==> config.mk <==
export PLATFORM = sky130hd
export DESIGN_NAME = weight_stream_fetcher_flat
export DESIGN_NICKNAME = d
export VERILOG_FILES = /design/src/rtl/weight_stream_fetcher_pkg.sv /design/src/rtl/weight_stream_fetcher_if.sv /design/src/rtl/weight_stream_fetcher_fifo.sv /design/src/rtl/weight_stream_fetcher.sv /design/src/flat_wrapper.sv
export SDC_FILE = /design/constraint.sdc
export NUM_CORES = 1
export LEC_CHECK = 0
export ABC_AREA = 1
export CAP_MARGIN = 20
export CORE_MARGIN = 1
export CORE_UTILIZATION = 50
export DETAILED_ROUTE_END_ITERATION = 7
export GPL_ROUTABILITY_DRIVEN = 0
export PLACE_DENSITY_LB_ADDON = 0.3
export SYNTH_ARGS = -nofsm -noshare
export SYNTH_HDL_FRONTEND = slang
export SYNTH_SLANG_ARGS = --single-unit
==> constraint.sdc <==
create_clock -name clk -period 2.64 [get_ports clk]
set_clock_uncertainty 0.05 [all_clocks]
set_input_delay 0.792 -clock clk [delete_from_list [all_inputs] [get_ports clk]]
set_output_delay 0.792 -clock clk [all_outputs]
set_load 0.01 [all_outputs]
==> src/rtl/weight_stream_fetcher_pkg.sv <==
// rtl/weight_stream_fetcher_pkg.sv - shared types and default widths for the weight stream fetcher
package weight_stream_fetcher_pkg;

  localparam int DEF_ADDR_WIDTH = 20;
  localparam int DEF_DATA_WIDTH = 8;
  localparam int DEF_CNT_WIDTH  = 12;
  localparam int CHECKSUM_WIDTH = 16;

  typedef enum logic [1:0] {
    ST_IDLE  = 2'd0,
    ST_FETCH = 2'd1,
    ST_DRAIN = 2'd2,
    ST_DONE  = 2'd3
  } state_t;

endpackage

==> src/rtl/weight_stream_fetcher_if.sv <==
// rtl/weight_stream_fetcher_if.sv - loader read bus and weight stream bundle
interface weight_stream_fetcher_if
  import weight_stream_fetcher_pkg::*;
#(
  parameter int ADDR_WIDTH = DEF_ADDR_WIDTH,
  parameter int DATA_WIDTH = DEF_DATA_WIDTH
);
  logic                  rd_en;
  logic [ADDR_WIDTH-1:0] rd_addr;
  logic [DATA_WIDTH-1:0] rd_data;
  logic                  w_valid;
  logic [DATA_WIDTH-1:0] w_data;
  logic                  w_last;
  logic                  w_ready;

  // fetcher side: issues reads, produces the weight stream
  modport master (
    output rd_en, rd_addr, w_valid, w_data, w_last,
    input  rd_data, w_ready
  );

  // environment side: loader plus consumer
  modport slave (
    input  rd_en, rd_addr, w_valid, w_data, w_last,
    output rd_data, w_ready
  );
endinterface

==> src/rtl/weight_stream_fetcher_fifo.sv <==
// rtl/weight_stream_fetcher_fifo.sv - small synchronous FIFO buffering fetched weights
module weight_fifo #(
  parameter int WIDTH = 9,
  parameter int DEPTH = 4
) (
  input  logic                   clk,
  input  logic                   rst_n,
  input  logic                   wr_en,
  input  logic [WIDTH-1:0]       wr_data,
  input  logic                   rd_en,
  output logic [WIDTH-1:0]       rd_data,
  output logic [$clog2(DEPTH):0] count,
  output logic                   full,
  output logic                   empty
);
  localparam int AW = $clog2(DEPTH);

  logic [WIDTH-1:0] mem [DEPTH];
  logic [AW-1:0]    wptr;
  logic [AW-1:0]    rptr;
  logic             do_wr;
  logic             do_rd;

  assign full    = (count == (AW+1)'(DEPTH));
  assign empty   = (count == '0);
  assign do_wr   = wr_en && !full;
  assign do_rd   = rd_en && !empty;
  assign rd_data = mem[rptr];

  // storage array; contents need no reset since empty masks the head
  always_ff @(posedge clk) begin
    if (do_wr) mem[wptr] <= wr_data;
  end

  // pointers and occupancy; power-of-two depth lets the pointers wrap naturally
  always_ff @(posedge clk or negedge rst_n) begin
    if (!rst_n) begin
      wptr  <= '0;
      rptr  <= '0;
      count <= '0;
    end else begin
      if (do_wr) wptr <= wptr + AW'(1);
      if (do_rd) rptr <= rptr + AW'(1);
      case ({do_wr, do_rd})
        2'b10:   count <= count + (AW+1)'(1);
        2'b01:   count <= count - (AW+1)'(1);
        default: count <= count;
      endcase
    end
  end
endmodule

==> src/rtl/weight_stream_fetcher.sv <==
// rtl/weight_stream_fetcher.sv - burst reader feeding weights to the conv engine; optional WEIGHT_FETCH_CHECKSUM_EN
module weight_stream_fetcher
  import weight_stream_fetcher_pkg::*;
#(
  parameter int ADDR_WIDTH = DEF_ADDR_WIDTH,
  parameter int DATA_WIDTH = DEF_DATA_WIDTH,
  parameter int CNT_WIDTH  = DEF_CNT_WIDTH,
  parameter int FIFO_DEPTH = 4
) (
  input  logic                      clk,
  input  logic                      rst_n,
  input  logic                      start,
  input  logic [ADDR_WIDTH-1:0]     base_addr,
  input  logic [CNT_WIDTH-1:0]      count,
  output logic                      busy,
  output logic                      done,
`ifdef WEIGHT_FETCH_CHECKSUM_EN
  output logic [CHECKSUM_WIDTH-1:0] checksum,
`endif
  weight_stream_fetcher_if.master   bus
);
  localparam int PW = $clog2(FIFO_DEPTH) + 1;

  state_t                state;
  logic [ADDR_WIDTH-1:0] base;
  logic [CNT_WIDTH-1:0]  cnt_q;
  logic [CNT_WIDTH-1:0]  issued;
  logic                  inflight;
  logic                  inflight_last;
  logic [PW-1:0]         fifo_count;
  logic [PW-1:0]         occupancy;
  logic                  fifo_full;
  logic                  fifo_empty;
  logic [DATA_WIDTH:0]   head;
  logic                  issue;
  logic                  pop;

  // a read is only issued when its returning word is certain to fit
  assign occupancy = fifo_count + PW'(inflight);
  assign issue     = (state == ST_FETCH) && (issued < cnt_q) && !fifo_full &&
                     (occupancy < PW'(FIFO_DEPTH));

  assign bus.rd_en   = issue;
  assign bus.rd_addr = base + ADDR_WIDTH'(issued);
  assign bus.w_valid = !fifo_empty;
  assign bus.w_data  = fifo_empty ? '0 : head[DATA_WIDTH-1:0];
  assign bus.w_last  = !fifo_empty && head[DATA_WIDTH];
  assign pop         = bus.w_valid && bus.w_ready;

  // control FSM: capture on start, issue reads, wait for the last word to leave
  always_ff @(posedge clk or negedge rst_n) begin
    if (!rst_n) begin
      state  <= ST_IDLE;
      busy   <= 1'b0;
      done   <= 1'b0;
      base   <= '0;
      cnt_q  <= '0;
      issued <= '0;
    end else begin
      case (state)
        ST_IDLE: begin
          done <= 1'b0;
          if (start) begin
            base   <= base_addr;
            cnt_q  <= count;
            issued <= '0;
            if (count == '0) begin
              state <= ST_DONE;
              done  <= 1'b1;
              busy  <= 1'b0;
            end else begin
              state <= ST_FETCH;
              busy  <= 1'b1;
            end
          end
        end
        ST_FETCH: begin
          if (issue) begin
            issued <= issued + CNT_WIDTH'(1);
            if (issued + CNT_WIDTH'(1) == cnt_q) state <= ST_DRAIN;
          end
        end
        ST_DRAIN: begin
          if (pop && bus.w_last) begin
            state <= ST_DONE;
            done  <= 1'b1;
            busy  <= 1'b0;
          end
        end
        ST_DONE: begin
          done  <= 1'b0;
          state <= ST_IDLE;
        end
        default: state <= ST_IDLE;
      endcase
    end
  end

  // track the single outstanding loader read and whether it is the burst's final word
  always_ff @(posedge clk or negedge rst_n) begin
    if (!rst_n) begin
      inflight      <= 1'b0;
      inflight_last <= 1'b0;
    end else begin
      inflight      <= issue;
      inflight_last <= issue && (issued == cnt_q - CNT_WIDTH'(1));
    end
  end

  weight_fifo #(
    .WIDTH (DATA_WIDTH + 1),
    .DEPTH (FIFO_DEPTH)
  ) u_fifo (
    .clk     (clk),
    .rst_n   (rst_n),
    .wr_en   (inflight),
    .wr_data ({inflight_last, bus.rd_data}),
    .rd_en   (pop),
    .rd_data (head),
    .count   (fifo_count),
    .full    (fifo_full),
    .empty   (fifo_empty)
  );

`ifdef WEIGHT_FETCH_CHECKSUM_EN
  // running sum of accepted words, cleared when a new burst is accepted
  always_ff @(posedge clk or negedge rst_n) begin
    if (!rst_n) begin
      checksum <= '0;
    end else if (state == ST_IDLE && start) begin
      checksum <= '0;
    end else if (pop) begin
      checksum <= checksum + CHECKSUM_WIDTH'(bus.w_data);
    end
  end
`endif
endmodule

==> src/flat_wrapper.sv <==
// flat-port wrapper written by rule: the top's interface ports become plain ports
module weight_stream_fetcher_flat import weight_stream_fetcher_pkg::*;
#(
  parameter int ADDR_WIDTH = DEF_ADDR_WIDTH,
  parameter int DATA_WIDTH = DEF_DATA_WIDTH,
  parameter int CNT_WIDTH  = DEF_CNT_WIDTH,
  parameter int FIFO_DEPTH = 4
)
  (clk, rst_n, start, base_addr, count, busy, done, bus_rd_en, bus_rd_addr, bus_w_valid, bus_w_data, bus_w_last, bus_rd_data, bus_w_ready);
  weight_stream_fetcher_if #(.ADDR_WIDTH(ADDR_WIDTH), .DATA_WIDTH(DATA_WIDTH)) bus_i ();
  input  logic clk;
  input  logic rst_n;
  input  logic start;
  input  logic [ADDR_WIDTH-1:0] base_addr;
  input  logic [CNT_WIDTH-1:0] count;
  output logic busy;
  output logic done;
  output wire logic [$bits(bus_i.rd_en)-1:0] bus_rd_en;
  output wire logic [$bits(bus_i.rd_addr)-1:0] bus_rd_addr;
  output wire logic [$bits(bus_i.w_valid)-1:0] bus_w_valid;
  output wire logic [$bits(bus_i.w_data)-1:0] bus_w_data;
  output wire logic [$bits(bus_i.w_last)-1:0] bus_w_last;
  input wire logic [$bits(bus_i.rd_data)-1:0] bus_rd_data;
  input wire logic [$bits(bus_i.w_ready)-1:0] bus_w_ready;
  assign bus_rd_en = bus_i.rd_en;
  assign bus_rd_addr = bus_i.rd_addr;
  assign bus_w_valid = bus_i.w_valid;
  assign bus_w_data = bus_i.w_data;
  assign bus_w_last = bus_i.w_last;
  assign bus_i.rd_data = bus_rd_data;
  assign bus_i.w_ready = bus_w_ready;
  weight_stream_fetcher #(.ADDR_WIDTH(ADDR_WIDTH), .DATA_WIDTH(DATA_WIDTH), .CNT_WIDTH(CNT_WIDTH), .FIFO_DEPTH(FIFO_DEPTH)) u_core (.clk(clk), .rst_n(rst_n), .start(start), .base_addr(base_addr), .count(count), .busy(busy), .done(done), .bus(bus_i));
endmodule
* Word-level counts from Yosys, hierarchy flattened
Memories as Yosys holds them, arrays and structs flattened. Index checks and enable logic that the tools add are counted.
Storage, ports and cells: bits in registers 57, memory bits (writable) 36, bits of input ports 44, output and inout bits 33, word-level logic and storage cells 78, memories kept 1
Operators by class: add/sub/neg operators 8, $lt $le $gt $ge 2, equal/unequal tests 12, mux-type cells 21, reduce and logical (&&, ||, !) cells 23
Memories:
- u_core.u_fifo.mem | words 4, width 9, read ports 1, clocked after Yosys merged registers in 0, wr ports 1, RTL line weight_stream_fetcher_fifo.sv:18 | logic [WIDTH-1:0] mem [DEPTH];
Operator list (count):
- $eq A12 B12 Y1 | 2
- $mux W12 | 2
- $pmux W12 S2 | 1
- $add A20 B12 Y20 | 1
- $add A12 B1 Y12 const B | 1
- $logic_not A12 Y1 | 1
- $lt A12 B12 Y1 | 1
- $sub A12 B1 Y12 const B | 1
- $mux W2 | 5
- $logic_and A1 B1 Y1 | 9
- $mux W1 | 8
- $mux W8 | 1
- $pmux W2 S4 | 1
- $eq A2 B2 Y1 const B | 3
- $pmux W3 S2 | 1
- $reduce_and A3 Y1 | 2
- $reduce_bool A2 Y1 | 3
- $add A2 B1 Y2 const B | 2
- $eq A2 B1 Y1 const B | 2
- $ne A2 B1 Y1 const B | 2
- $ne A2 B2 Y1 const B | 2
- $reduce_and A2 Y1 | 2
- $reduce_and A4 Y1 | 1
- $add A3 B1 Y3 | 1
- other kinds (10) | 11

* Logic depth before layout (Yosys ltp)
depth after elaboration 6, gate-level depth with buffers 16, depth with buffers taken out 16

* Modules after synthesis
Synthesis repeated with hierarchy kept, for this count alone.
Second synthesis, totals: cells, all modules 694, area total of the unflattened synthesis 5838.1 sq um
Modules (own cells, without submodules):
- weight_stream_fetcher | times used 1, cells each 529, area an instance 3952.5 sq um, seq. area each 1251.2 sq um
- weight_fifo | times used 1, cells each 165, area an instance 1885.6 sq um, seq. area each 1256.2 sq um

* Worst setup path after synthesis
OpenSTA, ideal clock, no wires.
kind reg2out, from reg u_core.issued[0], to out bus_rd_addr[14], arrival time 2.007 ns, required time 1.798 ns, setup slack -0.209 ns, stages on the path, launching flop included 10, cells stage by stage dfrtp_1 ha_1 fa_1 nand3_1 nand2_1 a21oi_1 o21ai_1 a21boi_2 nor2_1 xor2_1
Between the ends: cells in the longest elaborated chain, start to end 1
Ends and longest elaborated chain:
- from (decl) | RTL line weight_stream_fetcher.sv:27 | logic [CNT_WIDTH-1:0] issued;
- from (signal assigned) | RTL line weight_stream_fetcher.sv:79 | issued <= issued + CNT_WIDTH'(1);
- $add A20 B12 Y20 | RTL line weight_stream_fetcher.sv:44 | assign bus.rd_addr = base + ADDR_WIDTH'(issued);
- to (decl) | RTL line flat_wrapper.sv:19 | output wire logic [$bits(bus_i.rd_addr)-1:0] bus_rd_addr;
Every way passes these cells.

* Final worst setup path
from reg u_core.issued[0], to out bus_rd_addr[16]
Same word-level chain as after synthesis.

==> flow_summary.ini <==
[run_status]
outcome = finished with violations
violations = setup timing

[global_routing]
grt_max_degree = 36
grt_pass1_wl_microns = 24900
grt_pass1_vias = 5458
antenna_found_initial = 0
grt_overflow = 0
grt.total_usage_pct = 27.5

[die]
initial_core_util_pct = 52.1
die_h_microns = 109
io-pin-count = 77
core_region_area_sq_um = 11000
die_width_microns = 109
dieArea_sq_um = 11900
num_rows = 38

[power]
p_seq_share_pct = 28.3
leakage_nw = 3.83
pwr-share-clk_pct = 15.9
powerDensity_nw_per_um2 = 1000
p_int_mw = 4.59
power_frac_comb_pct = 55.8
switchingPower_mw = 3.42
vdd_drop_max_uv = 554
swShare_pct = 42.7

[sta]
period_share_pct = 122
worst_pin_slew_ns = 0.643
finalHoldViolations = 0
fmax_ghz = 0.310
period_minus_slack_ns = 3.23
rsz0062_at_grt = yes
setup_viol = 18
setup_ws_ns = -0.586
slew_viol_final = 0
hold_slack_ns = 0.411
slew_headroom_pct = 57.1

[logic_synthesis]
yosys.area_share.simple_pct = 26.1
synthCells = 714
synth.distinct_cells = 41
async_flop_share_pct = 61.3
avgSynthCellArea_sq_um = 8.04
synthesis.area_sq_um = 5740
synth_xor_area_share_pct = 5.49
yosys_register_bits = 93
synthMuxAreaShare_pct = 0
synth_fa_ha_area_share_pct = 8.32
synthTopCellsByArea = dfrtp_1 25%, edfxtp_1 19%, nand2_1 13%
synth_top_family_by_area = simple AND/OR/NAND/NOR gates
seq_area_frac_synth_pct = 43.7
synth_edf_count = 36
synth.top_cell.area_share_pct = 24.8
synth_area_leader_cell = dfrtp_1
yosysWarningCount = 0
synth-compound-area-share_pct = 9.92
syn_nets = 795
synth-main-ff-cell = dfrtp_1

[placement]
dp_cells = 1003
place_area_sq_um = 7320
io_buffers = 76
dpl.hpwl_microns = 11000

[setup_path]
path_buf_inv = 2
cpPeakStageDelay_ns = 0.41
slowest_stage = dfrtp_1
crit_type = reg2out
worstPathCellList = ha_2, fa_2, nand3_2, nand2_4, a21oi_4, o21ai_2, a21boi_2, buf_4, nor2_2, xor2_1, buf_2
startpoint_type = flip-flop
cp_top_family = adder cells
crit_required_ns = 1.80
end_kind = output pin
crit_arrival_ns = 2.38
critical_path.max_fanout = 3

[cells_and_area]
fin_cells = 1040
area_delta_synth_final_pct = 39.1
final_area_sq_um = 7990
n_antenna_cell = 0
final_util_pct = 72.4
final_layout_size_suffix_gt1_share_pct = 24.3
final_nets = 976

[detailed_routing]
dr.pass1.iters = 5
wl_met1_microns = 6570
detail-route-antenna-nets = 0
highest_layer = met4
dr_wl_met2_microns = 8330
routed_wl_microns = 16300
drt_iter0_markers = 380
viasPerCell = 5.34
avgRoutedWirePerCell_microns = 15.7
route.met3.wl_microns = 841
drc = 0
vias = 5549

[clock_tree]
insertion_delay_ns = 0.35
tritoncts = done
clock_path_buffers = 2
cts_max_level = 3
cts.sinks = 93
clkTransAtPathRegs_ns = 0.07
postCtsHoldBufs = 0
cts_root_buf = clkbuf_16
cts_buffers = 9

[min_path]
hold_path_class = in2async

[run]
drv_cap = 0
-- final timing paths --
path	startpoint	to	slack [ns]	depth (start not counted)
setup / recovery	u_core.issued[0]$_DFFE_PN0P_	bus_rd_addr[16]	-0.59	11
hold / removal	rst_n	u_core.base[4]$_DFFE_PN0P_	0.41	1
setup reg to reg	u_core.issued[7]$_DFFE_PN0P_	u_core.issued[0]$_DFFE_PN0P_	0.39	15
hold reg to reg	u_core.inflight_last$_DFF_PN0_	u_core.u_fifo.mem[1][8]$_DFFE_PP_	0.45	0
max in group asynchronous	rst_n	u_core.cnt_q[2]$_DFFE_PN0P_	1.51	2
min in group clk	u_core.inflight_last$_DFF_PN0_	u_core.u_fifo.mem[1][8]$_DFFE_PP_	0.45	0
-- registers in the layout (all words and copies together) (netlist names) --
name	cells
u_core.base	20
u_core.busy	1
u_core.cnt_q	12
u_core.done	1
u_core.inflight	1
u_core.inflight_last	1
u_core.issued	12
u_core.state	2
u_core.u_fifo.count	3
u_core.u_fifo.mem	36
u_core.u_fifo.rptr	2
u_core.u_fifo.wptr	2
-- final cells by class --
class	instances	area [sq um]
repair buffers	183	1510
clock inverters	7	75.1
multi-input cells	527	3190
flip-flops and latches	93	2510
inverters	81	307
clock buffers	9	225
fillers	763	3040
well taps	140	175
-- power groups by stage --
stage,Sequential [mW],Combinational [mW],Clock [mW]
floorplan,2.20,2.39,0
global placement,2.21,4.13,0
detailed placement,2.24,4.27,0
CTS,2.24,4.26,1.29
global route,2.30,4.91,1.36
finish,2.27,4.47,1.28
-- worst register-to-register path: stages, from the launching register on --
cell	delay (ns)
dfrtp_1	0.43
buf_6	0.16
ha_1	0.30
nand2_1	0.07
inv_1	0.05
nor2_2	0.09
o21a_1	0.14
nand2_2	0.07
nand2_1	0.07
nand2_2	0.07
buf_4	0.15
o21ai_2	0.06
nand2_2	0.09
buf_12	0.17
nand2_1	0.08
o21ai_1	0.09
-- metrics by stage --
step,worst slack [ns],setup TNS (ns),power [mW]
floorplan,-0.0520,-0.0861,4.59
global placement,-0.519,-5.57,6.34
detailed placement,-0.567,-6.62,6.51
CTS,-0.504,-6.07,7.79
global route,-0.648,-7.93,8.57
finish,-0.586,-6.64,8.01
-- logic make-up after synthesis --
kind of cell / Yosys count
AOI/OAI and AO/OA: 96
DFF: 93
and+or+nand+nor: 358
xor gates and xnor gates: 36
buffers and inverters: 94
adders and majority gates: 37
-- Yosys cell counts, types with 8 or more instances --
library cell and count:
clkbuf_1 8, o21ai_2 11, nand3_1 47, xor2_1 24, ha_1 35, o21ai_0 42, a21oi_1 22, xnor2_1 12
dfrtp_1 57, inv_1 77, edfxtp_1 36, nor2_1 78, nand2_1 202
-- placed cells by master, fill, tap and decap left out, types with 10 or more instances in the layout --
| cell type | synthesis | layout |
|---|---|---|
| o21ai_2 | 11 | 13 |
| edfxtp_1 | 36 | 36 |
| ha_1 | 35 | 25 |
| inv_1 | 77 | 75 |
| buf_2 | 2 | 20 |
| dfrtp_1 | 57 | 55 |
| nor2_1 | 78 | 75 |
| buf_4 | 0 | 96 |
| nand2_2 | 5 | 10 |
| o21ai_0 | 42 | 42 |
| a21oi_1 | 22 | 16 |
| clkdlybuf4s50_1 | 0 | 46 |
| nand3_1 | 47 | 43 |
| dlygate4sd2_1 | 0 | 10 |
| xor2_1 | 24 | 20 |
| nand2_1 | 202 | 194 |
-- metal layers --
layer / up-vias / GRT usage (%)
met2: 232 / 49.2
met3: 51 / 3.47
met4: 0 / 14.2
met1: 2582 / 32.0
met5: - / 0
li1: 2684 / -
-- repair_timing --
action / 4_1_cts / 5_1_grt
pin swaps: 19 / 18
setup buffers: 16 / 9
gates resized for setup: 115 / 31
setup endpoints to repair: 29 / 20
No activity file was read; power rests on OpenSTA's default activity.
